--- src/rtl/seg_pkg.sv ---
// Shared constants and helpers for the seven-segment scan capture block.
package seg_pkg;

   typedef enum logic [0:0] {
      COLLECT = 1'b0,
      HOLD    = 1'b1
   } seg_state_t;

   // Active-high gfedcba patterns, indexed by the nibble they display.
   localparam logic [6:0] SEG_HEX [16] = '{
      7'h3F, 7'h06, 7'h5B, 7'h4F, 7'h66, 7'h6D, 7'h7D, 7'h07,
      7'h7F, 7'h6F, 7'h77, 7'h7C, 7'h39, 7'h5E, 7'h79, 7'h71
   };

   function automatic logic [2:0] onehot8_to_idx(input logic [7:0] an);
      logic [2:0] idx;
      idx = '0;
      for (int k = 0; k < 8; k++) begin
         if (an[k]) idx = idx | 3'(k);
      end
      return idx;
   endfunction

   function automatic logic isOneHot8(input logic [7:0] an);
      return (an != 8'h00) && ((an & (an - 8'h01)) == 8'h00);
   endfunction

endpackage

--- src/rtl/seg7_pattern_decode.sv ---
// Combinational seven-segment pattern to nibble decoder; unknown patterns
// (including all segments off) decode to 0 with err set.
module seg7_pattern_decode
   import seg_pkg::*;
(
   input  logic [6:0] pattern,
   output logic [3:0] val,
   output logic       err
);

   always_comb begin
      val = 4'h0;
      err = 1'b1;
      for (int k = 0; k < 16; k++) begin
         if (pattern == SEG_HEX[k]) begin
            val = 4'(k);
            err = 1'b0;
         end
      end
   end

endmodule

--- src/rtl/seg_scan_capture.sv ---
// Rebuilds the eight hex digits shown on a multiplexed seven-segment bus into
// frames and presents each completed frame on a valid/ready port.
module seg_scan_capture
   import seg_pkg::*;
#(
   parameter int STABLE_CYCLES = 4,
   parameter bit ACTIVE_LOW    = 1'b1
)
(
   input  logic        clk,
   input  logic        rst,
   input  logic [6:0]  seg_i,
   input  logic [7:0]  an_i,
   output logic        digit_strobe,
   output logic [2:0]  digit_idx,
   output logic [3:0]  digit_val,
   output logic        digit_err,
   output logic        frame_valid,
   input  logic        frame_ready,
   output logic [31:0] frame_digits,
   output logic [7:0]  frame_err,
   output logic        overrun
);

   localparam int               CNT_W      = $clog2(STABLE_CYCLES + 1);
   localparam logic [CNT_W-1:0] CNT_MAX    = CNT_W'(STABLE_CYCLES);
   localparam logic [CNT_W-1:0] ACCEPT_AT  = CNT_W'(STABLE_CYCLES - 1);
   localparam logic [0:0]       ST_COLLECT = 1'(COLLECT);
   localparam logic [0:0]       ST_HOLD    = 1'(HOLD);

   logic [6:0]       segNorm;
   logic [7:0]       anNorm;
   logic [6:0]       segReg;
   logic [7:0]       anReg;
   logic [CNT_W-1:0] cntReg;
   logic             sameSample;
   logic             anOneHot;
   logic             accept;
   logic [2:0]       acceptIdx;
   logic [7:0]       acceptMask;
   logic [3:0]       decVal;
   logic             decErr;
   logic [7:0]       seenReg;
   logic             completeNow;
   logic [31:0]      nextDigits;
   logic [7:0]       nextErr;
   logic [0:0]       stateReg;

   assign segNorm = ACTIVE_LOW ? ~seg_i : seg_i;
   assign anNorm  = ACTIVE_LOW ? ~an_i  : an_i;

   // The arriving sample is compared with the one already registered, so the
   // counter reaches STABLE_CYCLES on the (STABLE_CYCLES+1)th edge of a hold.
   assign sameSample = ({anNorm, segNorm} == {anReg, segReg});
   assign anOneHot   = isOneHot8(anReg);
   assign accept     = sameSample && anOneHot && (cntReg == ACCEPT_AT);
   assign acceptIdx  = onehot8_to_idx(anReg);
   assign acceptMask = accept ? (8'h01 << acceptIdx) : 8'h00;

   always_ff @(posedge clk) begin
      if (rst) begin
         segReg <= '0;
         anReg  <= '0;
         cntReg <= '0;
      end else begin
         segReg <= segNorm;
         anReg  <= anNorm;
         if (!sameSample || !anOneHot) begin
            cntReg <= '0;
         end else if (cntReg != CNT_MAX) begin
            cntReg <= cntReg + CNT_W'(1);
         end
      end
   end

   seg7_pattern_decode u_decode (
      .pattern (segReg),
      .val     (decVal),
      .err     (decErr)
   );

   // Working digit registers; the accepting digit bypasses into the frame view.
   for (genvar gi = 0; gi < 8; gi++) begin : gen_digit
      logic [3:0] valReg;
      logic       errReg;

      always_ff @(posedge clk) begin
         if (rst) begin
            valReg <= '0;
            errReg <= 1'b0;
         end else if (acceptMask[gi]) begin
            valReg <= decVal;
            errReg <= decErr;
         end
      end

      assign nextDigits[4*gi +: 4] = acceptMask[gi] ? decVal : valReg;
      assign nextErr[gi]           = acceptMask[gi] ? decErr : errReg;
   end

   assign completeNow = accept && ((seenReg | acceptMask) == 8'hFF);

   always_ff @(posedge clk) begin
      if (rst) begin
         seenReg <= '0;
      end else if (completeNow) begin
         seenReg <= '0;
      end else begin
         seenReg <= seenReg | acceptMask;
      end
   end

   always_ff @(posedge clk) begin
      if (rst) begin
         digit_strobe <= 1'b0;
         digit_idx    <= '0;
         digit_val    <= '0;
         digit_err    <= 1'b0;
      end else begin
         digit_strobe <= accept;
         if (accept) begin
            digit_idx <= acceptIdx;
            digit_val <= decVal;
            digit_err <= decErr;
         end
      end
   end

   always_ff @(posedge clk) begin
      if (rst) begin
         stateReg     <= ST_COLLECT;
         frame_digits <= '0;
         frame_err    <= '0;
         overrun      <= 1'b0;
      end else begin
         overrun <= 1'b0;
         case (stateReg)
            ST_COLLECT: begin
               if (completeNow) begin
                  frame_digits <= nextDigits;
                  frame_err    <= nextErr;
                  stateReg     <= ST_HOLD;
               end
            end
            default: begin
               if (completeNow) begin
                  // A new frame may only replace the held one as it leaves.
                  if (frame_ready) begin
                     frame_digits <= nextDigits;
                     frame_err    <= nextErr;
                  end else begin
                     overrun <= 1'b1;
                  end
               end else if (frame_ready) begin
                  stateReg <= ST_COLLECT;
               end
            end
         endcase
      end
   end

   assign frame_valid = (stateReg == ST_HOLD);

endmodule
--- config.mk ---
export PLATFORM = sky130hd
export DESIGN_NAME = seg_scan_capture
export DESIGN_NICKNAME = d
export VERILOG_FILES = /design/src/rtl/seg_pkg.sv /design/src/rtl/seg7_pattern_decode.sv /design/src/rtl/seg_scan_capture.sv
export SDC_FILE = /design/constraint.sdc
export NUM_CORES = 1
export LEC_CHECK = 0
export CAP_MARGIN = 20
export CORE_MARGIN = 4
export CORE_UTILIZATION = 30
export DETAILED_ROUTE_END_ITERATION = 8
export GPL_TIMING_DRIVEN = 0
export PLACE_DENSITY = 0.56
export SKIP_CTS_REPAIR_TIMING = 1
export SYNTH_ARGS = -nofsm -noshare
export SYNTH_HDL_FRONTEND = slang
export SYNTH_SLANG_ARGS = --single-unit
--- constraint.sdc ---
create_clock -name clk -period 7.2 [get_ports clk]
set_clock_uncertainty 0.1 [all_clocks]
set_input_delay 1.44 -clock clk [delete_from_list [all_inputs] [get_ports clk]]
set_output_delay 1.44 -clock clk [all_outputs]
set_load 0.01 [all_outputs]
; ---- Word-level counts from Yosys, hierarchy flattened
; Cells that the tools add are included.
[totals]
reg_bits = 117
word_cells = 138
[classes]
addsub = 2
n_eq_ne = 21
shifts = 1
n_mux = 67
bitwise = 6
n_reduce_logical = 13
[op_table]
columns = cell, n
row1 = two-way mux 32 bit, 4
row2 = == test 7 bit (second input constant), 12
row3 = two-way mux 4 bit, 16
row4 = two-way mux 8 bit, 5
row5 = two-way mux 1 bit, 30
row6 = two-way mux 3 bit, 8
row7 = == test 15 bit, 1
row8 = == test 7 x 3 -> 1 bit (second input constant), 2
row9 = == test 7 x 6 -> 1 bit (second input constant), 2
row10 = AND 8 bit, 1
row11 = == test 8 bit (second input constant), 1
row12 = zero test 8 bit, 1
row13 = two-way mux 2 bit, 4
row14 = inverter 8 bit, 1
row15 = OR 8 bit, 1
row16 = nonzero test 8 bit, 1
row17 = << shifter 1 x 3 -> 8 bit (first input constant), 1
row18 = subtractor 8 x 1 -> 8 bit (second input constant), 1
row19 = inverter 7 bit, 1
row20 = logical AND 1 bit, 4
row21 = OR reduction 2 bit, 2
row22 = adder 3 x 1 -> 3 bit (second input constant), 1
row23 = == test 3 x 2 -> 1 bit (second input constant), 1
row24 = inequality test 3 bit (second input constant), 1
row25 = 6 further kinds, 8

; ---- Logic depth before layout (Yosys ltp)
; Gate-level depths: netlist (run 1).
[depth]
depth_word = 21
mapped_depth = 11

; ---- By module
; From an unflattened synthesis (run 1), not the netlist that was laid out.
[hier_totals]
hier_cells = 532
area_unflattened_um2 = 5087.4
[by_module_without_submodules]
columns = module, n_inst, cells_each, area_each_um2
row1 = seg_scan_capture, 1, 478, 4727.0
row2 = seg7_pattern_decode, 1, 54, 360.3

; ---- Least setup slack after synthesis (run 1)
; No wires, ideal clock.
[synth_path]
path_kind = input to register
start = in an_i[2]
end = reg frame_digits[0]
arrival_time_ns = 3.639
t_required_ns = 6.979
setup_slack_ns = 3.340
path_stages = 8
path_buffers = 1
path_cell_list = nor4b_1 o211ai_1 nor4_2 nand3_2 a2111oi_4 nand3_4 buf_6 mux2_4
[synth_via]
elab_chain_cells = 9
word_cells_on_any_way = 14
[synth_lines]
columns = item, line_no
row1 = start: declaration, seg_scan_capture.sv:13  ; input logic [7:0] an_i,
row2 = inverter 8 bit (*), seg_scan_capture.sv:50  ; assign anNorm = ACTIVE_LOW ? ~an_i : an_i;
row3 = == test 15 bit (*), seg_scan_capture.sv:54  ; assign sameSample = ({anNorm, segNorm} == {anReg, segReg});
row4 = logical AND 1 bit (*) (2 in series), seg_scan_capture.sv:56  ; assign accept = sameSample && anOneHot && (cntReg == ACCEPT_AT);
row5 = two-way mux 8 bit, seg_scan_capture.sv:58  ; assign acceptMask = accept ? (8'h01 << acceptIdx) : 8'h00;
row6 = OR 8 bit or two-way mux 4 bit (tied branches), n/a
row7 = == test 8 bit or two-way mux 32 bit (tied branches), "seg_scan_capture.sv:101, seg_scan_capture.sv:148"
row8 = logical AND 1 bit or two-way mux 32 bit (tied branches), "seg_scan_capture.sv:101, seg_scan_capture.sv:146"
row9 = AND reduction 2 bit (no line) or two-way mux 32 bit (tied branches), n/a
row10 = end signal: assignment, seg_scan_capture.sv:140  ; frame_digits <= nextDigits;
row11 = end signal: assignment, seg_scan_capture.sv:149  ; frame_digits <= nextDigits;
row12 = end: declaration, seg_scan_capture.sv:20  ; output logic [31:0] frame_digits,
; Mark *: on every way between the ends. The rest lies on a longest branch, timed or not. The select of a mux whose other input is x is not followed.
; A chain may end at the register's enable or synchronous reset.

; ---- Worst setup path after layout (run 1)
[layout_path]
start = in an_i[1]
end = reg frame_err[7]
[layout_via]
elab_chain_cells = 9
word_cells_on_any_way = 14
[layout_lines]
columns = item, line_no
row1 = inverter 8 bit (*), seg_scan_capture.sv:50
row2 = == test 15 bit (*), seg_scan_capture.sv:54
row3 = logical AND 1 bit (*) (2 in series), seg_scan_capture.sv:56
row4 = two-way mux 8 bit, seg_scan_capture.sv:58
row5 = OR 8 bit or two-way mux 1 bit (tied branches), n/a
row6 = == test 8 bit or two-way mux 8 bit (tied branches), "seg_scan_capture.sv:101, seg_scan_capture.sv:148"
row7 = logical AND 1 bit or two-way mux 8 bit (tied branches), "seg_scan_capture.sv:101, seg_scan_capture.sv:146"
row8 = AND reduction 2 bit (no line) or two-way mux 8 bit (tied branches), n/a
row9 = end signal: assignment, seg_scan_capture.sv:141  ; frame_err <= nextErr;
row10 = end signal: assignment, seg_scan_capture.sv:150  ; frame_err <= nextErr;
row11 = end: declaration, seg_scan_capture.sv:21  ; output logic [7:0] frame_err,
; Marked as above.

==> results of run 1 <==
[layer usage]
metal / up-vias / global-route usage (%) / routed length, µm
met5: - / 0 / 0
met3: 21 / 4.39 / 570
met4: 0 / 4.90 / 255
met2: 99 / 21.4 / 6050
met1: 1887 / 17.5 / 5990
li1: 1953 / - / -
[power groups by stage]
stage | registers, W | logic (W) | clock network (W)
final | 0.000657 | 0.0000733 | 0.000794
after detailed placement | 0.000670 | 0.0000728 | 0
after CTS | 0.000656 | 0.0000732 | 0.000809
after global routing | 0.000657 | 0.0000808 | 0.000841
after global placement | 0.000670 | 0.0000715 | 0
after floorplan | 0.000669 | 0.0000473 | 0
[metrics by stage]
step           utilization (%)  total power, W  cell area [µm²]  cells  hold slack [ps]
2_1_floorplan                -        0.000716             5200    515              335
3_5_place_dp              36.7        0.000743             6150    802              351
4_1_cts                   40.1         0.00154             6710    834              357
6_report                  40.1         0.00152             6710    834              351
5_1_grt                   40.1         0.00158             6710    834              372
3_3_place_gp              36.7        0.000742             6140    802              344
[worst max-delay path by stage]
stage | start | to | slack, ps | cells past startpoint
6_report | an_i[1] | frame_err[7]$_SDFFE_PP0P_ | 2690 | 9
3_5_place_dp | an_i[1] | frame_digits[23]$_SDFFE_PP0P_ | 2340 | 9
2_1_floorplan | an_i[2] | frame_digits[0]$_SDFFE_PP0P_ | 3340 | 8
5_1_grt | seg_i[1] | frame_digits[7]$_SDFFE_PP0P_ | 2600 | 9
3_3_place_gp | seg_i[1] | frame_digits[23]$_SDFFE_PP0P_ | 2360 | 9
4_1_cts | an_i[1] | frame_err[7]$_SDFFE_PP0P_ | 2760 | 9
[critical path, stage by stage]
cell and delay, ps:
clkdlybuf4s50_1 480, o21ai_0 240, nand4_1 170, nor4_2 670, nand3_2 430, a2111oi_4 560, nand3_4 190, buf_6 210
mux2_4 310
[Yosys cell counts (3+ instances only)]
| master | number | area [µm²] |
|---|---|---|
| inv_1 | 8 | 30.0 |
| buf_1 | 3 | 11.3 |
| nand2_1 | 18 | 67.6 |
| ha_1 | 3 | 37.5 |
| xor2_1 | 14 | 123 |
| mux2i_1 | 40 | 400 |
| nand4_1 | 7 | 43.8 |
| o2111ai_1 | 3 | 26.3 |
| nor2b_1 | 46 | 288 |
| nand3_1 | 15 | 75.1 |
| nor4_1 | 6 | 37.5 |
| a31oi_1 | 3 | 18.8 |
| nor4_2 | 3 | 37.5 |
| or4_1 | 5 | 37.5 |
| mux2_4 | 40 | 601 |
| nor3_2 | 4 | 40.0 |
| o21a_1 | 3 | 22.5 |
| clkbuf_1 | 19 | 71.3 |
| dfxtp_1 | 117 | 2340 |
| nand2b_1 | 4 | 25.0 |
| buf_2 | 7 | 35.0 |
| nor3_1 | 5 | 25.0 |
| a21oi_1 | 22 | 110 |
| nor2_1 | 72 | 270 |
| nor4b_1 | 3 | 26.3 |
| buf_6 | 5 | 56.3 |
| o21ai_0 | 5 | 25.0 |
[cell usage in the layout, fill, tap and decap left out, types with 4 or more instances in the layout]
master and instances:
nor2b_1 46, clkinvlp_4 4, nand2b_1 4, a21oi_1 22, clkdlybuf4s50_1 67, dfxtp_1 117
buf_6 5, nand2_1 18, buf_2 7, nor2_1 72, nor3_1 5, nand3_1 15
clkinv_2 4, clkbuf_16 17, inv_1 8, nor3_2 4, clkbuf_1 20, nor4_1 5
mux2_4 40, nand4_1 7, or4_1 5, xor2_1 14, nor4_2 4, mux2i_1 40
o21ai_0 5
[state kept, by name, indices dropped and copies added, names as in the netlist]
register and count:
gen_digit.errReg 8, overrun 1, anReg 8, frame_err 8
segReg 7, frame_valid 1, digit_err 1, digit_strobe 1
gen_digit.valReg 32, frame_digits 32, digit_idx 3, digit_val 4
cntReg 3, seenReg 8
[logic make-up after synthesis]
| group | synth area share [%] |
|---|---|
| multiplexers | 19.3 |
| adder cells (fa/ha/maj) | 0.722 |
| AO/OA/AOI/OAI | 6.47 |
| buffers and inverters | 4.07 |
| XOR/XNOR | 2.70 |
| flip-flops | 45.1 |
| AND/OR/NAND/NOR | 21.7 |
[layout make-up]
| type | instances | area share [%] |
|---|---|---|
| Clock inverter | 12 | 1.58 |
| Sequential cell | 117 | 34.9 |
| Buffer | 35 | 2.70 |
| Clock buffer | 20 | 6.80 |
| Timing Repair Buffer | 67 | 9.99 |
| Inverter | 8 | 0.447 |
| Multi-Input combinational cell | 355 | 39.5 |
| Tap cell | 220 | 4.10 |
==> flow_metrics.py, run 1 <==
metrics = {
    "synth": {
        "synth-seq-cells": 117,
        "ys_types": 52,
        "ys.flop_type": "dfxtp_1",
        "syn-instance-count": 515,
        "syn-cell-area_um2": 5200,
        "synth-edff-count": 0,
        "synth_area_per_cell_um2": 10.1,
        "yosysSeqAreaShare_pct": 45.1,
        "synth_nets": 536,
        "async_flop_share_pct": 0,
        "ys_warn_count": 0,
    },
    "pwr": {
        "comb_power_share_pct": 4.8,
        "p_int_w": 0.00117,
        "power.leakage_nw": 2.67,
        "peakVddDrop_mv": 0.167,
        "seq_power_share_pct": 43.1,
        "powerDensity_nw_per_um2": 227,
        "clkPwrFrac_pct": 52.1,
        "sw_frac_of_total_pct": 23.2,
        "switchingPower_w": 0.000354,
    },
    "floorplanning": {
        "die_w_um": 140,
        "die_area_um2": 19500,
        "initial_core_util_pct": 31.0,
        "rows": 47,
        "coreArea_um2": 16800,
        "dieHeight_um": 140,
        "io_pins": 69,
    },
    "clock_tree": {
        "htree_levels": 4,
        "clockRootBuffer": "clkbuf_16",
        "cts_tree": "yes",
        "cts_buffers": 17,
        "cts.sinks": 117,
        "clkTransAtPathRegs_ps": 50,
        "cts_buffer_depth": 2,
        "clock_latency_ps": 410,
    },
    "setup_path": {
        "rr_worst_depth": 10,
        "end_kind": "flop",
        "rrSetupSlack_ps": 3730,
        "r2r_start": "cntReg[0]$_SDFFE_PP0P_",
        "crit_fanout": 10,
        "arrival_ps": 4710,
        "required_ps": 7400,
        "worstSetupPathType": "in2reg",
        "startpoint_type": "primary input",
        "r2r-end": "frame_err[7]$_SDFFE_PP0P_",
    },
    "global_route": {
        "grt_max_degree": 17,
        "grt_pass1_wl_um": 21300,
        "antenna_found_initial": 0,
        "grt_usage_pct": 13.6,
        "grt_pass1_vias": 4157,
        "grt_overflow": 0,
    },
    "routing": {
        "wl_per_cell_um": 15.4,
        "antenna_left": 0,
        "drt-initial-drc-count": 200,
        "viasPerCell": 4.75,
        "vias": 3960,
        "drt-pass1-iter-count": 5,
        "drc_errors": 0,
        "wirelength_um": 12900,
    },
    "min_path": {
        "hold_end": "digit_idx[0]$_SDFFE_PP0N_",
        "min_path_type": "reg2reg",
        "worst_hold_path.num_cells": 2,
        "hp-start": "digit_idx[0]$_SDFFE_PP0N_",
    },
    "place": {
        "place_ws_ps": 2340,
        "place_congestion": 0.774,
        "dp.final_hpwl_um": 9200,
        "port_buffers": 67,
    },
    "finish": {
        "nFillCells": 1627,
        "seq_area_um2": 2340,
        "multiInputGateArea_um2": 2650,
        "syn_to_final_growth_pct": 29.1,
        "nets": 622,
        "insertedDiodeCount": 0,
        "drive_gt1_share_pct": 16.4,
    },
    "timing": {
        "setup_tns_ps": 0,
        "setup_viol": 0,
        "finalMaxSlewViolations": 0,
        "rsz0062_at_grt": "no",
        "hold_viol": 0,
        "slew_headroom_pct": 35.9,
        "min_period_ps": 4510,
        "setup_slack_ps": 2690,
        "max_freq_ghz": 0.222,
        "post-route-period-util_pct": 62.6,
        "tightest_slew_ps": 954,
    },
    "status": {
        "outcome": "finished, final reports clean",
    },
    "job": {
        "drv_cap": 0,
    },
}
(Power assumes the default switching activity.)
==> run 2, diff against run 1 <==
clock period = 4.2 ns   (was 7.2 ns; I/O delays follow)
==> results of run 2 <==
The final DEF is identical to that of run 1. Status: finished, final reports clean.
Main changes from that run: setup slack after placement 2340 ps -> -60.1 ps; setup slack after layout 2690 ps -> 290 ps; register-to-register setup slack 3730 ps -> 730 ps; total power 0.00152 W -> 0.00261 W; worst IR drop on VDD 0.167 mV -> 0.287 mV
==> run 3, diff against run 2 <==
REMOVE_ABC_BUFFERS = 1   (was not set)
==> run 3 against run 2 <==
Combinational power down 18%. Non-clock buffer count fell by 29. Power rose by 3.7%. Via count fell by 0.56%. Die area unchanged. Largest power group unchanged. Clock power grew 7%. Sequential cell count is the same. Register-to-register slack worse by 210 ps. Global-route usage fell by 0.82 points. Core utilization fell by 0.11 points. Cell count decreased by 3.4%. Fmax down 2.1%.
==> flow_metrics.py, run 3 (same netlist as run 1, synthesis figures left out) <==
metrics = {
    "timing": {
        "min_period_ps": 4000,
        "finalMaxSlewViolations": 0,
        "slew_headroom_pct": 52.3,
        "post-route-period-util_pct": 95.1,
        "setup_tns_ps": 0,
        "hold_slack_ps": 366,
        "setup_viol": 0,
        "tightest_slew_ps": 711,
        "max_freq_ghz": 0.250,
        "hold_viol": 0,
        "setup_slack_ps": 204,
    },
    "min_path": {
        "hp-start": "gen_digit[2].valReg[0]$_SDFF_PP0_",
        "worst_hold_path.num_cells": 2,
        "hold_end": "gen_digit[2].valReg[0]$_SDFF_PP0_",
        "min_path_type": "reg2reg",
    },
    "pwr": {
        "clkPwrFrac_pct": 54.0,
        "power.leakage_nw": 2.62,
        "peakVddDrop_mv": 0.363,
        "comb_power_share_pct": 3.8,
        "p_int_w": 0.00213,
        "seq_power_share_pct": 42.2,
        "p_total_w": 0.00271,
        "switchingPower_w": 0.000575,
        "powerDensity_nw_per_um2": 404,
        "sw_frac_of_total_pct": 21.2,
    },
    "finish": {
        "nets": 596,
        "insertedDiodeCount": 0,
        "multiInputGateArea_um2": 2720,
        "largest_registers": "frame_digits x32, gen_digit.valReg x32",
        "layout_commonest_cell": "dfxtp_1",
        "final_core_util_pct": 39.9,
        "nFillCells": 1637,
        "mostFrequentLayoutCells": "dfxtp_1, nor2_1, clkdlybuf4s50_1",
        "drive_gt1_share_pct": 16.4,
        "seq_area_um2": 2340,
        "syn_to_final_growth_pct": 28.8,
    },
    "setup_path": {
        "r2r_start": "cntReg[0]$_SDFFE_PP0P_",
        "worstSetupPathType": "in2reg",
        "rr_worst_depth": 10,
        "r2r-end": "frame_err[0]$_SDFFE_PP0P_",
        "critPathBufInv": 2,
        "startpoint_type": "primary input",
        "end_kind": "flop",
        "crit_slowest_cell": "or4_1",
        "crit_chain": "clkdlybuf4s50_1, xor2_1, nand4_1, or4_1, nor2_2, buf_6, a41o_2, nand3_4, mux2_4",
        "path_delay_family": "simple AND/OR/NAND/NOR gates",
        "slowest_delay_ps": 720,
        "required_ps": 4400,
        "rrSetupSlack_ps": 520,
        "arrival_ps": 4190,
        "crit_fanout": 10,
    },
    "place": {
        "place_congestion": 0.790,
        "port_buffers": 68,
        "place_ws_ps": -905,
        "dp.final_hpwl_um": 8210,
    },
    "clock_tree": {
        "cts.sinks": 117,
        "cts_buffers": 17,
        "htree_levels": 4,
        "cts_buffer_depth": 2,
        "cts_tree": "yes",
        "clock_latency_ps": 410,
        "clockRootBuffer": "clkbuf_16",
        "clkTransAtPathRegs_ps": 50,
    },
    "floorplanning": {
        "rows": 47,
        "coreArea_um2": 16800,
        "die_w_um": 140,
        "initial_core_util_pct": 31.0,
        "io_pins": 69,
        "die_area_um2": 19500,
        "dieHeight_um": 140,
    },
    "routing": {
        "wl_per_cell_um": 16.0,
        "viasPerCell": 4.89,
        "drc_errors": 0,
        "vias": 3938,
        "wirelength_um": 12900,
        "drt-initial-drc-count": 243,
        "drt-pass1-iter-count": 4,
        "antenna_left": 0,
    },
    "global_route": {
        "grt_max_degree": 56,
        "grt_pass1_wl_um": 20000,
        "grt_overflow": 0,
        "grt_pass1_vias": 3833,
        "antenna_found_initial": 0,
        "grt_usage_pct": 12.8,
    },
    "job": {
        "drv_cap": 0,
    },
    "status": {
        "outcome": "finished, final reports clean",
    },
}
run 3: changes by cell type in the layout (fill, tap and decap cells not counted), sizes merged:
cell / change
nand3: +3
bufinv: +2
clkbuf: -17
clkinv: -6
buf: -10
run 3: layout make-up:
| class | instances | area share (%) |
|---|---|---|
| inverter | 8 | 0.449 |
| multi-input combinational | 358 | 40.6 |
| timing repair buffer | 73 | 10.9 |
| clock buffer | 22 | 7.08 |
| sequential | 117 | 35.0 |
| clock inverter | 8 | 1.87 |
| tap | 220 | 4.11 |
run 3: per-stage QoR:
step                      instance area (µm²)  std cells
after floorplan                          5020        480
after global placement                   5970        768
after detailed placement                 6020        771
after CTS                                6620        801
after global routing                     6700        806
final                                    6700        806
run 3: tightest hold or removal path, cell delays in order (launching register included):
cell	delay [ps]
dfxtp_1	290
nand2_1	50
a21oi_1	70
run 3: layer usage:
| metal | routed length, µm | up-vias | GRT usage (%) | share of wire [%] |
|---|---|---|---|---|
| li1 | - | 1913 | - | - |
| met1 | 6260 | 1913 | 17.1 | 48 |
| met2 | 5850 | 96 | 19.0 | 45 |
| met3 | 613 | 16 | 4.22 | 4.7 |
| met4 | 195 | 0 | 5.00 | 1.5 |
| met5 | 0 | - | 0 | 0 |
run 3: how the worst max path moves through the flow:
stage              from                             to  slack [ps]  cells past startpoint
6_report       seg_i[2]      frame_err[0]$_SDFFE_PP0P_         200                      9
4_1_cts         an_i[2]  frame_digits[19]$_SDFFE_PP0P_        -470                      9
5_1_grt        seg_i[2]   frame_digits[6]$_SDFFE_PP0P_          -4                      9
3_5_place_dp    an_i[2]  frame_digits[29]$_SDFFE_PP0P_        -900                      9
3_3_place_gp   seg_i[2]      frame_err[7]$_SDFFE_PP0P_       -1120                      8
2_1_floorplan   an_i[2]   frame_digits[0]$_SDFFE_PP0P_         130                      7
run 3: power by group through the flow:
stage	clock network (W)	registers [W]	logic, W
floorplan	0	0.00116	0.0000518
global route	0.00154	0.00114	0.000115
finish	0.00146	0.00114	0.000103
CTS	0.00150	0.00114	0.000102
global placement	0	0.00116	0.0000976
detailed placement	0	0.00116	0.000101
==> edit 1: new RTL, settings of run 3 <==
The parameter `ACTIVE_LOW` goes from 1'b1 to 1'b0.
--- a/src/rtl/seg_scan_capture.sv
+++ b/src/rtl/seg_scan_capture.sv
@@ -6,3 +6,3 @@
    parameter int STABLE_CYCLES = 4,
-   parameter bit ACTIVE_LOW    = 1'b1
+   parameter bit ACTIVE_LOW    = 1'b0
 )
Behaviour: not the same (Yosys sat finds a counterexample within 10 cycles, from zero or initial values and one cycle with rst high).
==> edit 1 against run 3 <==
Sequential share of layout area is 0.69 points lower. Design area increased by 2.0%. First-iteration DRC count up 8.6%. Synthesized cell count grew 0.97%. Sequential cell count unchanged. Via count is 1.1% lower. Wire length down 3.8%. Synthesized area rose by 1.9%. Global-route usage rose by 0.36 points. Worst setup slack better by 280 ps. Total power shrank 0.68%. Sequential power is essentially flat. Critical path type unchanged. Critical endpoint is now frame_digits[10]. Largest power group unchanged.
==> edit 1: results (changes against run 3) <==
The total global routing track utilization came out at 13.1% (+0.36 points). The detailed placement HPWL came out at 8370 µm (+2.0%). The critical path data arrival time is 3910 ps (-280 ps). The critical path's top delay family is simple AND/OR/NAND/NOR gates. The worst-case vdd ir drop is 0.270 mV (-26%). The peak fanout along the critical path came to 10 (unchanged). The number of H-tree branching levels is 4 (unchanged). The measured slew at the worst slew-check pin is 1050 ps (+338 ps). The count of nets after finishing came to 604 (+1.3%). The clock slew at the register clock pins of the worst setup and hold paths was 50 ps (about the same). The startpoint of the worst-slack reg-to-reg timing path is anReg[1].

The routability-driven placement congestion ratio was 0.835 (+5.7%). Sorting the synthesized cells by area gives the leading types as sky130_fd_sc_hd__dfxtp_1 (44%), sky130_fd_sc_hd__mux2_4 (11%), sky130_fd_sc_hd__mux2i_1 (7.4%). The number of detailed-route iterations in the first pass came out at 5 (+1).

The ratio of routed vias to standard cells is 4.74 (-2.9%). The flow ran to the end, and the final reports show no timing, DRC or antenna violations. The DRC marker count from the first detailed-route iteration came out at 264 (+8.6%). The clock tree buffer depth is 2 (unchanged). By count the netlist is led by sky130_fd_sc_hd__dfxtp_1 (117), sky130_fd_sc_hd__nor2_1 (67), sky130_fd_sc_hd__nor2b_1 (56). The aggregate routed wire length is 12400 µm (-3.8%). The via count of the first global-routing pass came out at 4018 (+4.8%).

The count of distinct cell types in the synthesized netlist is 61 (+17%). The path category of the worst min-delay check is register to register. The async set-reset flop share out of synthesis is 0% (unchanged). The leakage power figure is 2.59 nW (-1.4%). The number of buffers created by CTS came out at 17 (unchanged). The highest cell delay on the worst timing path is 630 ps (-90 ps). Among all flip-flop cells after synthesis, the most frequent one is sky130_fd_sc_hd__dfxtp_1. The total cell area at the placement stage is 6200 µm² (+3.0%). The start point of the critical path is an_i[1]. The cell with the biggest individual delay on the critical path is sky130_fd_sc_hd__or4_4. The number of synthesis warnings came to 0 (unchanged). The count of antenna diodes in the layout came out at 0 (unchanged).

The sequential share of the synthesized area came out at 44.2% (-0.83 points). The layout cell share with drive strength beyond 1 came out at 17.1% (+0.73 points). The largest registers in the layout are frame_digits (32), gen_digit.valReg (32). The later pin in the worst-skew pair is clocked with a latency of 420 ps. The pin count of the biggest net entering global routing was 63 (+13%). The startpoint identified for the worst hold timing path is digit_idx[2]. The tree is rooted in a sky130_fd_sc_hd__clkbuf_16.

The number of I/O port buffers came out at 68 (unchanged). The number of antenna violations at the first check in global routing was 0 (unchanged). The wire length of the first global-routing pass came out at 20600 µm (+2.9%).
edit 1: worst paths after layout:
| check | endpoint | slack [ps] | depth (start not counted) |
|---|---|---|---|
| worst max-delay path | frame_digits[10] | 490 | 10 |
| worst min-delay path | digit_idx[2] | 370 | 2 |
| worst max register to register | frame_digits[10] | 750 | 9 |
| worst min register to register | digit_idx[2] | 370 | 2 |
edit 1: cell type report:
type	instances	area (µm²)
Clock buffer	24	502
Clock inverter	8	96.3
Fill cell	1713	10500
Inverter	10	37.5
Multi-Input combinational cell	361	2780
Sequential cell	117	2340
Tap cell	225	282
Timing Repair Buffer	76	792
edit 1: routing by layer:
layer | global-route usage, % | routed length (µm)
met3 | 4.00 | 667
met5 | 0 | 0
met2 | 20.1 | 5600
met4 | 5.81 | 293
met1 | 17.1 | 5860
edit 1: power breakdown:
part	leakage (nW)	switching [mW]	total (mW)	internal [mW]
logic	1.35	0.0600	0.105	0.0453
registers	0.946	0.0219	1.14	1.12
clock network	0.296	0.495	1.44	0.948
edit 1: stage by stage:
stage	worst slack [ps]	utilization [%]	total power [mW]	TNS, ps	instances
2_1_floorplan	-260	-	1.21	-10390	488
3_3_place_gp	-1500	35.2	1.26	-92840	781
3_5_place_dp	-989	35.8	1.27	-37690	786
4_1_cts	-569	39.3	2.73	-20290	818
5_1_grt	239	39.5	2.80	0	821
6_report	489	39.5	2.69	0	821
edit 1: cells by family (layout without fill, tap and decap cells):
family	count (synthesis)	after routing	share of synthesized area, %
adder cells (fa/ha/maj)	3	3	0.709
flip-flops	117	117	44.2
AO/OA/AOI/OAI	52	52	7.23
AND/OR/NAND/NOR	212	212	22.8
buffers and inverters	42	118	3.85
XOR/XNOR	15	15	2.48
multiplexers	79	79	18.7
==> edit 2: new RTL, config.mk and constraints of run 3 <==
Made on the original files. Put one more register stage on the output `frame_digits`, with the module's reset. The value now appears one clock later. The other outputs are not delayed to match.
--- a/src/rtl/seg_scan_capture.sv
+++ b/src/rtl/seg_scan_capture.sv
@@ -29,2 +29,4 @@
    localparam logic [0:0]       ST_HOLD    = 1'(HOLD);
+
+   logic [31:0] frame_digits_s0;
 
@@ -131,3 +133,3 @@
          stateReg     <= ST_COLLECT;
-         frame_digits <= '0;
+         frame_digits_s0 <= '0;
          frame_err    <= '0;
@@ -139,3 +141,3 @@
                if (completeNow) begin
-                  frame_digits <= nextDigits;
+                  frame_digits_s0 <= nextDigits;
                   frame_err    <= nextErr;
@@ -148,3 +150,3 @@
                   if (frame_ready) begin
-                     frame_digits <= nextDigits;
+                     frame_digits_s0 <= nextDigits;
                      frame_err    <= nextErr;
@@ -163,2 +165,10 @@
 
+   always_ff @(posedge clk) begin
+      if (rst) begin
+         frame_digits <= '0;
+      end else begin
+         frame_digits <= frame_digits_s0;
+      end
+   end
+
 endmodule
Formal check against the unedited RTL: same outputs for any inputs over 10 cycles, from zero or initial values and one cycle with rst high; that may be too few to reach the edited logic, so the function may still have changed.
==> edit 2 against run 3 <==
Total power grew 13%. Worst setup slack improved by 56 ps. Die area increased by 14%. Cell count up 11%. Critical endpoint is now frame_digits_s0[17]. Design area rose by 12%. Hold slack worse by 3.9 ps. Count of clock-buffer cells in the layout decreased by 4. Wire length grew 2.8%. Critical path type unchanged. Global-route usage fell by 0.50 points. Synthesized area increased by 15%. Combinational power up 20%. Sequential cell count rose by 32.
==> edit 2: results (changes against run 3) <==
The flow ran to the end, and the final reports show no timing, DRC or antenna violations. The number of ordinary inverters in the final layout is 5 (-3). The depth of the most critical reg-to-reg path came to 8 (-2). By count the netlist is led by sky130_fd_sc_hd__dfxtp_1 (149), sky130_fd_sc_hd__nor2_1 (62), sky130_fd_sc_hd__nor2b_1 (43). The met3 layer wire length in the routed design came to 599 µm (-2.3%).

The count of plain and timing-repair buffers in the layout is 74 (+1.4%). The met3 track demand over resource in global routing came out at 3.98% (-0.24 points). The fill cell instance count of the final layout came out at 1937 (+18%). The start point of the critical path is an_i[7]. The count of distinct cell types in the synthesized netlist is 71 (+37%).

The worst register-to-register path begins at segReg[2]. The clock-cell share of area was 7.79% (-1.2 points). The launch instance of the worst min-delay path is frame_digits_s0[17].

The setup slack after placement is -909 ps (-3.89 ps). The aggregate routed wire length came out at 13300 µm (+2.8%). The ratio of routed vias to standard cells came to 4.62 (-5.5%).

The number of detailed-route iterations in the first pass is 6 (+2). The routability-driven placement congestion ratio came out at 0.836 (+5.8%). The number of instances in the synthesized netlist is 563 (+9.3%). The width of the die is 149 µm (+7.0%). The critical path ends at frame_digits_s0[17]. The cell with the biggest individual delay on the critical path is sky130_fd_sc_hd__nor4_1. The area of all sequential standard cells came out at 2980 µm² (+27%). The peak fanout along the critical path is 27 (+17).

The layout cell share with drive strength beyond 1 is 15.8% (-0.56 points). The routed length on met2 came to 6360 µm (+8.7%). The adder-cell share of the synthesized area is 0.626% (-0.096 points).
-- edit 2: cell count changes in the layout (fill, tap and decap cells not counted), sizes merged, moves of 4 or more --
cell / before / now
nor2: 72 / 62
xnor2: 2 / 12
dfxtp: 117 / 149
and2: 2 / 6
and3: 1 / 5
o21ai: 5 / 14
or4: 6 / 2
mux2i: 40 / 28
xor2: 14 / 3
a211oi: 2 / 8
nor3b: 1 / 5
clkbuf: 22 / 18
-- edit 2: power groups by stage --
| stage | Combinational, mW | Sequential, mW | Clock, mW |
|---|---|---|---|
| 3_3_place_gp | 0.118 | 1.47 | 0 |
| 3_5_place_dp | 0.123 | 1.47 | 0 |
| 6_report | 0.124 | 1.44 | 1.49 |
| 5_1_grt | 0.136 | 1.44 | 1.60 |
| 4_1_cts | 0.124 | 1.44 | 1.53 |
| 2_1_floorplan | 0.0675 | 1.47 | 0 |
